### src/rtl/ssd_scan_if.sv
// Request/acknowledge and display-pin bundle between a value producer and the
// seven-segment scan sequencer.
interface ssd_scan_if;
    logic        enable;
    logic [15:0] value;
    logic        load;
    logic        loadAck;
    logic        blankLz;
    logic [7:0]  anode;
    logic [7:0]  cathode;
    logic [1:0]  digitIdx;

    modport master (
        output enable, value, load, blankLz,
        input  loadAck, anode, cathode, digitIdx
    );

    modport slave (
        input  enable, value, load, blankLz,
        output loadAck, anode, cathode, digitIdx
    );
endinterface

### src/rtl/ssd_scan_ctrl.sv
// Four-digit seven-segment scanner: blank gap before each digit, registered
// pin drive, and a tear-free value load that only lands on frame boundaries.
module ssd_scan_ctrl #(
    parameter int BLANK_CYCLES = 1000,
    parameter int DRIVE_CYCLES = 100000,
    parameter int TMR_W        = 17
) (
    input  logic      clk_i,
    input  logic      rst_ni,
    ssd_scan_if.slave bus
);

    typedef enum logic [1:0] {IDLE, BLANK, DRIVE} state_e;

    localparam logic [TMR_W-1:0] BlankLast = TMR_W'(BLANK_CYCLES - 1);
    localparam logic [TMR_W-1:0] DriveLast = TMR_W'(DRIVE_CYCLES - 1);

    state_e           state_q, state_d;
    logic [TMR_W-1:0] timer_q, timer_d;
    logic [1:0]       idx_q, idx_d;
    logic [15:0]      value_q, value_d;
    logic             loadAck_q, loadAck_d;
    logic [7:0]       anode_q, anode_d;
    logic [7:0]       cathode_q, cathode_d;

    logic             boundary;
    logic             accept;
    logic             digitBlanked;
    logic [3:0]       nibble;

    // Active-low segment pattern {a,b,c,d,e,f,g,dp}; the decimal point stays dark.
    function automatic logic [7:0] encode(input logic [3:0] n);
        case (n)
            4'h0:    encode = 8'b00000011;
            4'h1:    encode = 8'b10011111;
            4'h2:    encode = 8'b00100101;
            4'h3:    encode = 8'b00001101;
            4'h4:    encode = 8'b10011001;
            4'h5:    encode = 8'b01001001;
            4'h6:    encode = 8'b01000001;
            4'h7:    encode = 8'b00011111;
            4'h8:    encode = 8'b00000001;
            4'h9:    encode = 8'b00001001;
            4'hA:    encode = 8'b00010001;
            4'hB:    encode = 8'b11000001;
            4'hC:    encode = 8'b01100011;
            4'hD:    encode = 8'b10000101;
            4'hE:    encode = 8'b01100001;
            default: encode = 8'b01110001;
        endcase
    endfunction

    always_comb begin
        nibble       = value_q[{idx_q, 2'b00} +: 4];
        digitBlanked = 1'b0;
        case (idx_q)
            2'd1:    digitBlanked = bus.blankLz && (value_q[15:4] == 12'd0);
            2'd2:    digitBlanked = bus.blankLz && (value_q[15:8] == 8'd0);
            2'd3:    digitBlanked = bus.blankLz && (value_q[15:12] == 4'd0);
            default: digitBlanked = 1'b0;
        endcase
    end

    always_comb begin
        state_d   = state_q;
        timer_d   = timer_q;
        idx_d     = idx_q;
        anode_d   = 8'hFF;
        cathode_d = 8'hFF;

        boundary  = (state_q == DRIVE) && (idx_q == 2'd3) && (timer_q == DriveLast);
        accept    = bus.load && ((state_q == IDLE) || boundary);
        value_d   = accept ? bus.value : value_q;
        loadAck_d = accept;

        if (!bus.enable) begin
            state_d = IDLE;
            timer_d = '0;
            idx_d   = 2'd0;
        end else begin
            case (state_q)
                IDLE: begin
                    state_d = BLANK;
                    timer_d = '0;
                    idx_d   = 2'd0;
                end
                BLANK: begin
                    if (timer_q == BlankLast) begin
                        state_d = DRIVE;
                        timer_d = '0;
                    end else begin
                        timer_d = timer_q + TMR_W'(1);
                    end
                end
                DRIVE: begin
                    // idx wraps 3 -> 0 naturally, which is exactly the frame boundary
                    if (timer_q == DriveLast) begin
                        state_d = BLANK;
                        timer_d = '0;
                        idx_d   = idx_q + 2'd1;
                    end else begin
                        timer_d = timer_q + TMR_W'(1);
                    end
                end
                default: begin
                    state_d = IDLE;
                    timer_d = '0;
                    idx_d   = 2'd0;
                end
            endcase
        end

        if ((state_q == DRIVE) && !digitBlanked) begin
            anode_d[idx_q] = 1'b0;
            cathode_d      = encode(nibble);
        end
    end

    always_ff @(posedge clk_i or negedge rst_ni) begin
        if (!rst_ni) begin
            state_q   <= IDLE;
            timer_q   <= '0;
            idx_q     <= 2'd0;
            value_q   <= 16'd0;
            loadAck_q <= 1'b0;
            anode_q   <= 8'hFF;
            cathode_q <= 8'hFF;
        end else begin
            state_q   <= state_d;
            timer_q   <= timer_d;
            idx_q     <= idx_d;
            value_q   <= value_d;
            loadAck_q <= loadAck_d;
            anode_q   <= anode_d;
            cathode_q <= cathode_d;
        end
    end

    assign bus.anode    = anode_q;
    assign bus.cathode  = cathode_q;
    assign bus.loadAck  = loadAck_q;
    assign bus.digitIdx = idx_q;

endmodule

### src/flat_wrapper.sv
// flat-port wrapper written by rule: the top's interface ports become plain ports
module ssd_scan_ctrl_flat 
#(
    parameter int BLANK_CYCLES = 1000,
    parameter int DRIVE_CYCLES = 100000,
    parameter int TMR_W        = 17
)
  (clk_i, rst_ni, bus_enable, bus_value, bus_load, bus_blankLz, bus_loadAck, bus_anode, bus_cathode, bus_digitIdx);
  ssd_scan_if bus_i ();
  input  logic clk_i;
  input  logic rst_ni;
  input wire logic [$bits(bus_i.enable)-1:0] bus_enable;
  input wire logic [$bits(bus_i.value)-1:0] bus_value;
  input wire logic [$bits(bus_i.load)-1:0] bus_load;
  input wire logic [$bits(bus_i.blankLz)-1:0] bus_blankLz;
  output wire logic [$bits(bus_i.loadAck)-1:0] bus_loadAck;
  output wire logic [$bits(bus_i.anode)-1:0] bus_anode;
  output wire logic [$bits(bus_i.cathode)-1:0] bus_cathode;
  output wire logic [$bits(bus_i.digitIdx)-1:0] bus_digitIdx;
  assign bus_i.enable = bus_enable;
  assign bus_i.value = bus_value;
  assign bus_i.load = bus_load;
  assign bus_i.blankLz = bus_blankLz;
  assign bus_loadAck = bus_i.loadAck;
  assign bus_anode = bus_i.anode;
  assign bus_cathode = bus_i.cathode;
  assign bus_digitIdx = bus_i.digitIdx;
  ssd_scan_ctrl #(.BLANK_CYCLES(BLANK_CYCLES), .DRIVE_CYCLES(DRIVE_CYCLES), .TMR_W(TMR_W)) u_core (.clk_i(clk_i), .rst_ni(rst_ni), .bus(bus_i));
endmodule
### config.mk
export PLATFORM = sky130hd
export DESIGN_NAME = ssd_scan_ctrl_flat
export DESIGN_NICKNAME = d
export VERILOG_FILES = /design/src/rtl/ssd_scan_if.sv /design/src/rtl/ssd_scan_ctrl.sv /design/src/flat_wrapper.sv
export SDC_FILE = /design/constraint.sdc
export NUM_CORES = 1
export LEC_CHECK = 0
export BUFFER_PORTS_ARGS = -buffer_cell sky130_fd_sc_hd__buf_2
export CAP_MARGIN = 30
export CORE_UTILIZATION = 45
export CTS_CLUSTER_SIZE = 20
export DETAILED_ROUTE_END_ITERATION = 12
export HOLD_SLACK_MARGIN = 0.05
export SLEW_MARGIN = 30
export SYNTH_ARGS = -nofsm -noshare
export SYNTH_HDL_FRONTEND = slang
export SYNTH_SLANG_ARGS = --single-unit
### constraint.sdc
create_clock -name clk_i -period 3 [get_ports clk_i]
set_clock_uncertainty 0.05 [all_clocks]
set_input_delay 0.3 -clock clk_i [delete_from_list [all_inputs] [get_ports clk_i]]
set_output_delay 0.3 -clock clk_i [all_outputs]
set_load 0.05 [all_outputs]
==> impl_metrics.json, run 1 <==
{
  "n_fill_cell": 598,
  "tightest_slew_ps": 689,
  "rsz0062_at_grt": "no",
  "antenna_cells": 0,
  "grt_pass1_vias": 2299,
  "synth-seq-area-share": 0.401,
  "synth_warnings": 0,
  "syn-instance-count": 319,
  "initial_core_util": 0.476,
  "design_area_um2": 3420,
  "min_path_type": "in -> reg",
  "grt_pass1_wl_mm": 11.7,
  "drc": 2,
  "power_density_nw_per_um2": 835,
  "path_class": "reg -> reg",
  "ys_types": 48,
  "finalSetupViolCount": 0,
  "rows": 29,
  "die_y_um": 84.9,
  "vias_per_cell": 5.72,
  "dpl-instance-area_um2": 3300,
  "port_buffers": 34,
  "cp_max_fo": 17,
  "ir_drop_uv": 364,
  "synth_edf_count": 0,
  "postRouteAntennaNets": 0,
  "syn_to_final_growth_pct": 10.6,
  "numCtsBuffers": 5,
  "synth_seq_cells": 49,
  "die_area_um2": 7210,
  "syn-cell-area_um2": 3090,
  "relSlewSlack": 0.541,
  "fin_ws_ps": 679,
  "dr.pass1.iters": 8,
  "critPathArrivalTime_ps": 2430,
  "core_um2": 6490,
  "pre_cts_slack_ps": 676,
  "synthFlopType": "dfrtp_1",
  "synth-async-reset-ratio": 1.00,
  "cts_setup_buffers": 0,
  "grt_util_all_layers": 0.206,
  "gr-total-overflow": 0,
  "place_hpwl_mm": 4.75,
  "nets": 384,
  "drt-initial-drc-count": 137,
  "seq_area_um2": 1240,
  "post-route-min-period_ps": 2320,
  "clock_tree.htree_level_count": 2,
  "grt_max_degree": 34,
  "ios": 40,
  "max_cap_violations": 0,
  "drt_wl_total_mm": 6.95,
  "end_kind": "flop",
  "finalHoldViolCount": 0,
  "routedWlPerCell_um": 16.3,
  "synth_top_area_frac": 0.307,
  "antenna_found_initial": 0,
  "fmax_ghz": 0.431,
  "place.gp.congestion": 0.762,
  "cts_tree": "built",
  "syn_area_per_cell_um2": 9.70,
  "drive_gt1_frac": 0.201,
  "p_leak_uw": 0.00133,
  "cts.reportedPaths.clkPinSlew_ps": 90,
  "yosys-top-cells-area": "dfrtp_1 (31%), dfstp_2 (9.3%), ha_1 (6.1%)",
  "clock_path_buffers": 2,
  "die_w_um": 84.9,
  "root_buffer": "clkbuf_8",
  "startpoint_type": "flop",
  "yosysMostFrequentCell": "dfrtp_1",
  "slew_viol_final": 0,
  "fin_tns_setup_ps": 0,
  "insertion_delay_ps": 300,
  "post-route-period-util": 0.774,
  "status": "finished, violations left",
  "yosysTopAreaCell": "dfrtp_1",
  "yosys-top-cells-count": "dfrtp_1 (38), a21oi_1 (21), nand4_1 (21)",
  "multi_input_area_um2": 1710,
  "clock_sinks": 49,
  "crit_required_ps": 3110,
  "vias": 2437,
  "violations": "design-rule violations"
}
[registers in the layout (all words and copies together) (netlist names)]
register	cells
u_core.bus.loadAck	1
u_core.value_q	16
u_core.bus.digitIdx	2
u_core.timer_q	17
u_core.bus.anode	4
u_core.bus.cathode	7
u_core.state_q	2
[worst paths after layout]
kind | startpoint | end | slack, ps | cells after the start
max in group asynchronous | rst_ni | u_core.bus.anode[3]$_DFF_PN1_ | 1690 | 3
max reg2reg | u_core.timer_q[13]$_DFF_PN0_ | u_core.value_q[14]$_DFFE_PN0P_ | 680 | 4
min in group asynchronous | rst_ni | u_core.timer_q[5]$_DFF_PN0_ | 410 | 2
min reg2reg | u_core.timer_q[0]$_DFF_PN0_ | u_core.timer_q[0]$_DFF_PN0_ | 420 | 1
max | u_core.timer_q[13]$_DFF_PN0_ | u_core.value_q[14]$_DFFE_PN0P_ | 680 | 4
min | bus_value[1] | u_core.value_q[1]$_DFFE_PN0P_ | 190 | 3
[worst max-delay path: stages (launching register included)]
cell      delay (ps)
dfrtp_1          430
or4_4            590
nor4_4           300
and2_1           610
o211ai_1         190
[per-layer routing]
| layer | vias to the layer above | track usage | wire length [µm] | part of all wire |
|---|---|---|---|---|
| li1 | 1195 | - | - | - |
| met1 | 1179 | 0.316 | 3620 | 0.52 |
| met2 | 59 | 0.306 | 3040 | 0.44 |
| met3 | 4 | 0.0350 | 246 | 0.035 |
| met4 | 0 | 0.0385 | 39 | 0.0056 |
| met5 | - | 0 | 0 | 0 |
[cell usage in the layout, fill, tap and decap left out, drive strengths merged, types with 2 or more instances in the layout]
cell    Yosys  routed
clkbuf     11       7
a21oi      21      21
o21ai       5       5
xor2        7       7
or3         4       4
mux4        4       4
or4         3       3
nor2       20      20
nand4b      3       3
xnor2       9       9
o41a        2       2
conb        1       5
nor4        6       6
nor3        4       4
nand3       8       8
and3        2       2
nand2      18      18
inv         9       9
o211ai     17      17
nand4      21      21
o221ai      2       2
and2        5       5
dfstp      11      11
dfrtp      38      38
nand2b     17      17
ha         15      15
mux2i      10      10
buf        12      40
nor2b      17      17
mux2        3       3
nand3b      3       3
[metrics by stage]
stage          utilization  cells  total power, µW  hold WS (ps)
3_5_place_dp         0.507    417             2370           210
4_1_cts              0.527    426             2870           188
3_3_place_gp         0.507    417             2350           208
6_report             0.527    426             2860           192
2_1_floorplan            -    323             2060         -45.6
5_1_grt              0.527    426             3040           197
[area by class of cell]
| cell class | count | area share |
|---|---|---|
| multi-input cells | 242 | 0.500 |
| clock buffers | 7 | 0.0252 |
| inverters | 9 | 0.00987 |
| well taps | 77 | 0.0282 |
| clock inverters | 1 | 0.00878 |
| flip-flops and latches | 49 | 0.362 |
| repair buffers | 41 | 0.0658 |
[kinds of logic after synthesis]
family	Yosys count	share of synthesized area
buf+inv	32	0.0510
compound gates	54	0.116
other cells	1	0.00121
mux	17	0.0724
simple gates	135	0.252
flops	49	0.401
xor+xnor	16	0.0453
fa+ha+maj	15	0.0607
[timing repair]
item | CTS | global route
endpoints found under the hold margin | 8 | 0
hold buffers | 1 | 0
resized for setup | 0 | 0
[power breakdown]
part / internal [µW] / switching [µW]
clock network: 272 / 222
logic: 536 / 761
registers: 873 / 193
Power figures use the tool's default switching activity.
==> run 2, diff against run 1 <==
clock period = 2.4 ns   (was 3 ns; I/O delays follow)
==> impl_metrics.json, run 2 (synthesized netlist as in run 1, its figures left out) <==
{
  "fin_tns_setup_ps": 0,
  "drt_wl_total_mm": 6.93,
  "ios": 40,
  "fmax_ghz": 0.469,
  "vias_per_cell": 5.82,
  "tightest_slew_ps": 647,
  "dr.pass1.iters": 10,
  "drt-initial-drc-count": 151,
  "clock_path_buffers": 2,
  "cts_tree": "built",
  "clock_tree.htree_level_count": 2,
  "place.gp.congestion": 0.817,
  "routedWlPerCell_um": 16.1,
  "end_kind": "flop",
  "crit_required_ps": 2570,
  "largest_reg_flops": 17,
  "grt_util_all_layers": 0.211,
  "place_hpwl_mm": 4.91,
  "ff2ff_path_depth": 5,
  "cp_max_fo": 9,
  "cts.reportedPaths.clkPinSlew_ps": 90,
  "finalSetupViolCount": 0,
  "path_class": "reg -> reg",
  "max_cap_violations": 0,
  "critPathArrivalTime_ps": 2310,
  "die_area_um2": 7210,
  "root_buffer": "clkbuf_8",
  "core_um2": 6490,
  "relSlewSlack": 0.569,
  "pre_cts_slack_ps": 279,
  "p_leak_uw": 0.00134,
  "power_density_nw_per_um2": 1010,
  "slew_viol_final": 0,
  "numCtsBuffers": 5,
  "min_path_type": "in -> reg",
  "ctsResizeCount": 0,
  "grt_pass1_wl_mm": 12.0,
  "grt_max_degree": 34,
  "grt_pass1_vias": 2392,
  "finalHoldViolCount": 0,
  "rsz0062_at_grt": "no",
  "post-route-min-period_ps": 2130,
  "startpoint_type": "flop",
  "port_buffers": 34,
  "antenna_cells": 0,
  "mostFrequentLayoutCells": "dfrtp_1 (37), buf_2 (34), nand4_1 (21), a21oi_1 (21), nor2_1 (20)",
  "status": "finished, violations left",
  "die_w_um": 84.9,
  "fin_ws_ps": 266,
  "drive_gt1_frac": 0.209,
  "violations": "design-rule violations",
  "antenna_found_initial": 0,
  "vias": 2509,
  "regMostFlops": "u_core.timer_q",
  "rows": 29,
  "postRouteAntennaNets": 0,
  "clock_sinks": 49,
  "syn_to_final_growth_pct": 10.7,
  "gr-total-overflow": 0,
  "insertion_delay_ps": 310,
  "design_area_um2": 3420,
  "initial_core_util": 0.476,
  "post-route-period-util": 0.889,
  "ir_drop_uv": 423,
  "die_y_um": 84.9,
  "drc": 3,
  "dpl-instance-area_um2": 3330,
  "holdPathStages": 3,
  "layout_commonest_cell": "dfrtp_1",
  "nets": 389
}
[run 2: cell count changes in the layout (fill, tap and decap cells not counted), sizes merged]
cell,change
bufinv,-1
buf,+5
clkbuf,+1
[run 2: per-layer routing]
metal | wire length (µm) | global-route usage | part of all wire | vias to the layer above
met5 | 0 | 0 | 0 | -
met4 | 76 | 0.0678 | 0.011 | 0
met3 | 235 | 0.0340 | 0.034 | 7
met2 | 3080 | 0.311 | 0.44 | 56
met1 | 3530 | 0.319 | 0.51 | 1247
li1 | - | - | - | 1199
[run 2: final timing paths]
check / from / to / slack [ps]
min in group asynchronous: rst_ni / u_core.timer_q[5]$_DFF_PN0_ / 190
worst min register to register: u_core.timer_q[0]$_DFF_PN0_ / u_core.timer_q[0]$_DFF_PN0_ / 440
worst max register to register: u_core.bus.digitIdx[0]$_DFFE_PN0P_ / u_core.bus.cathode[7]$_DFF_PN1_ / 270
max in group asynchronous: rst_ni / u_core.bus.cathode[6]$_DFF_PN1_ / 1540
worst max-delay path: u_core.bus.digitIdx[0]$_DFFE_PN0P_ / u_core.bus.cathode[7]$_DFF_PN1_ / 270
worst min-delay path: bus_value[12] / u_core.value_q[12]$_DFFE_PN0P_ / 130
[run 2: stage by stage]
step / cells / utilization / total power [µW] / hold slack [ps]
2_1_floorplan: 323 / - / 2580 / -106
3_3_place_gp: 422 / 0.513 / 2960 / -15.0
3_5_place_dp: 422 / 0.513 / 2980 / -18.8
4_1_cts: 431 / 0.527 / 3470 / 122
5_1_grt: 431 / 0.527 / 3700 / 136
6_report: 431 / 0.527 / 3450 / 127
[run 2: timing repair]
action	4_1_cts	5_1_grt
buffers inserted	0	0
endpoints found under the hold margin	38	0
hold buffers	1	0
[run 2: power breakdown]
part           internal [µW]  switching, µW  total, µW
Sequential              1090            255       1350
Combinational            683            943       1630
Clock                    208            271        479
[run 2: worst max-delay path, cell delays in order, from the launching register on]
cell and delay [ps]:
dfrtp_2 490, mux4_2 620, ha_1 270, or3_1 370
a21oi_1 160, o31ai_1 90
[run 2: layout make-up]
| class | count | area [µm²] |
|---|---|---|
| Clock buffer | 8 | 80.1 |
| Fill cell | 620 | 3070 |
| Inverter | 9 | 33.8 |
| Multi-Input combinational cell | 242 | 1710 |
| Sequential cell | 49 | 1240 |
| Tap cell | 77 | 96.3 |
| Timing Repair Buffer | 46 | 263 |
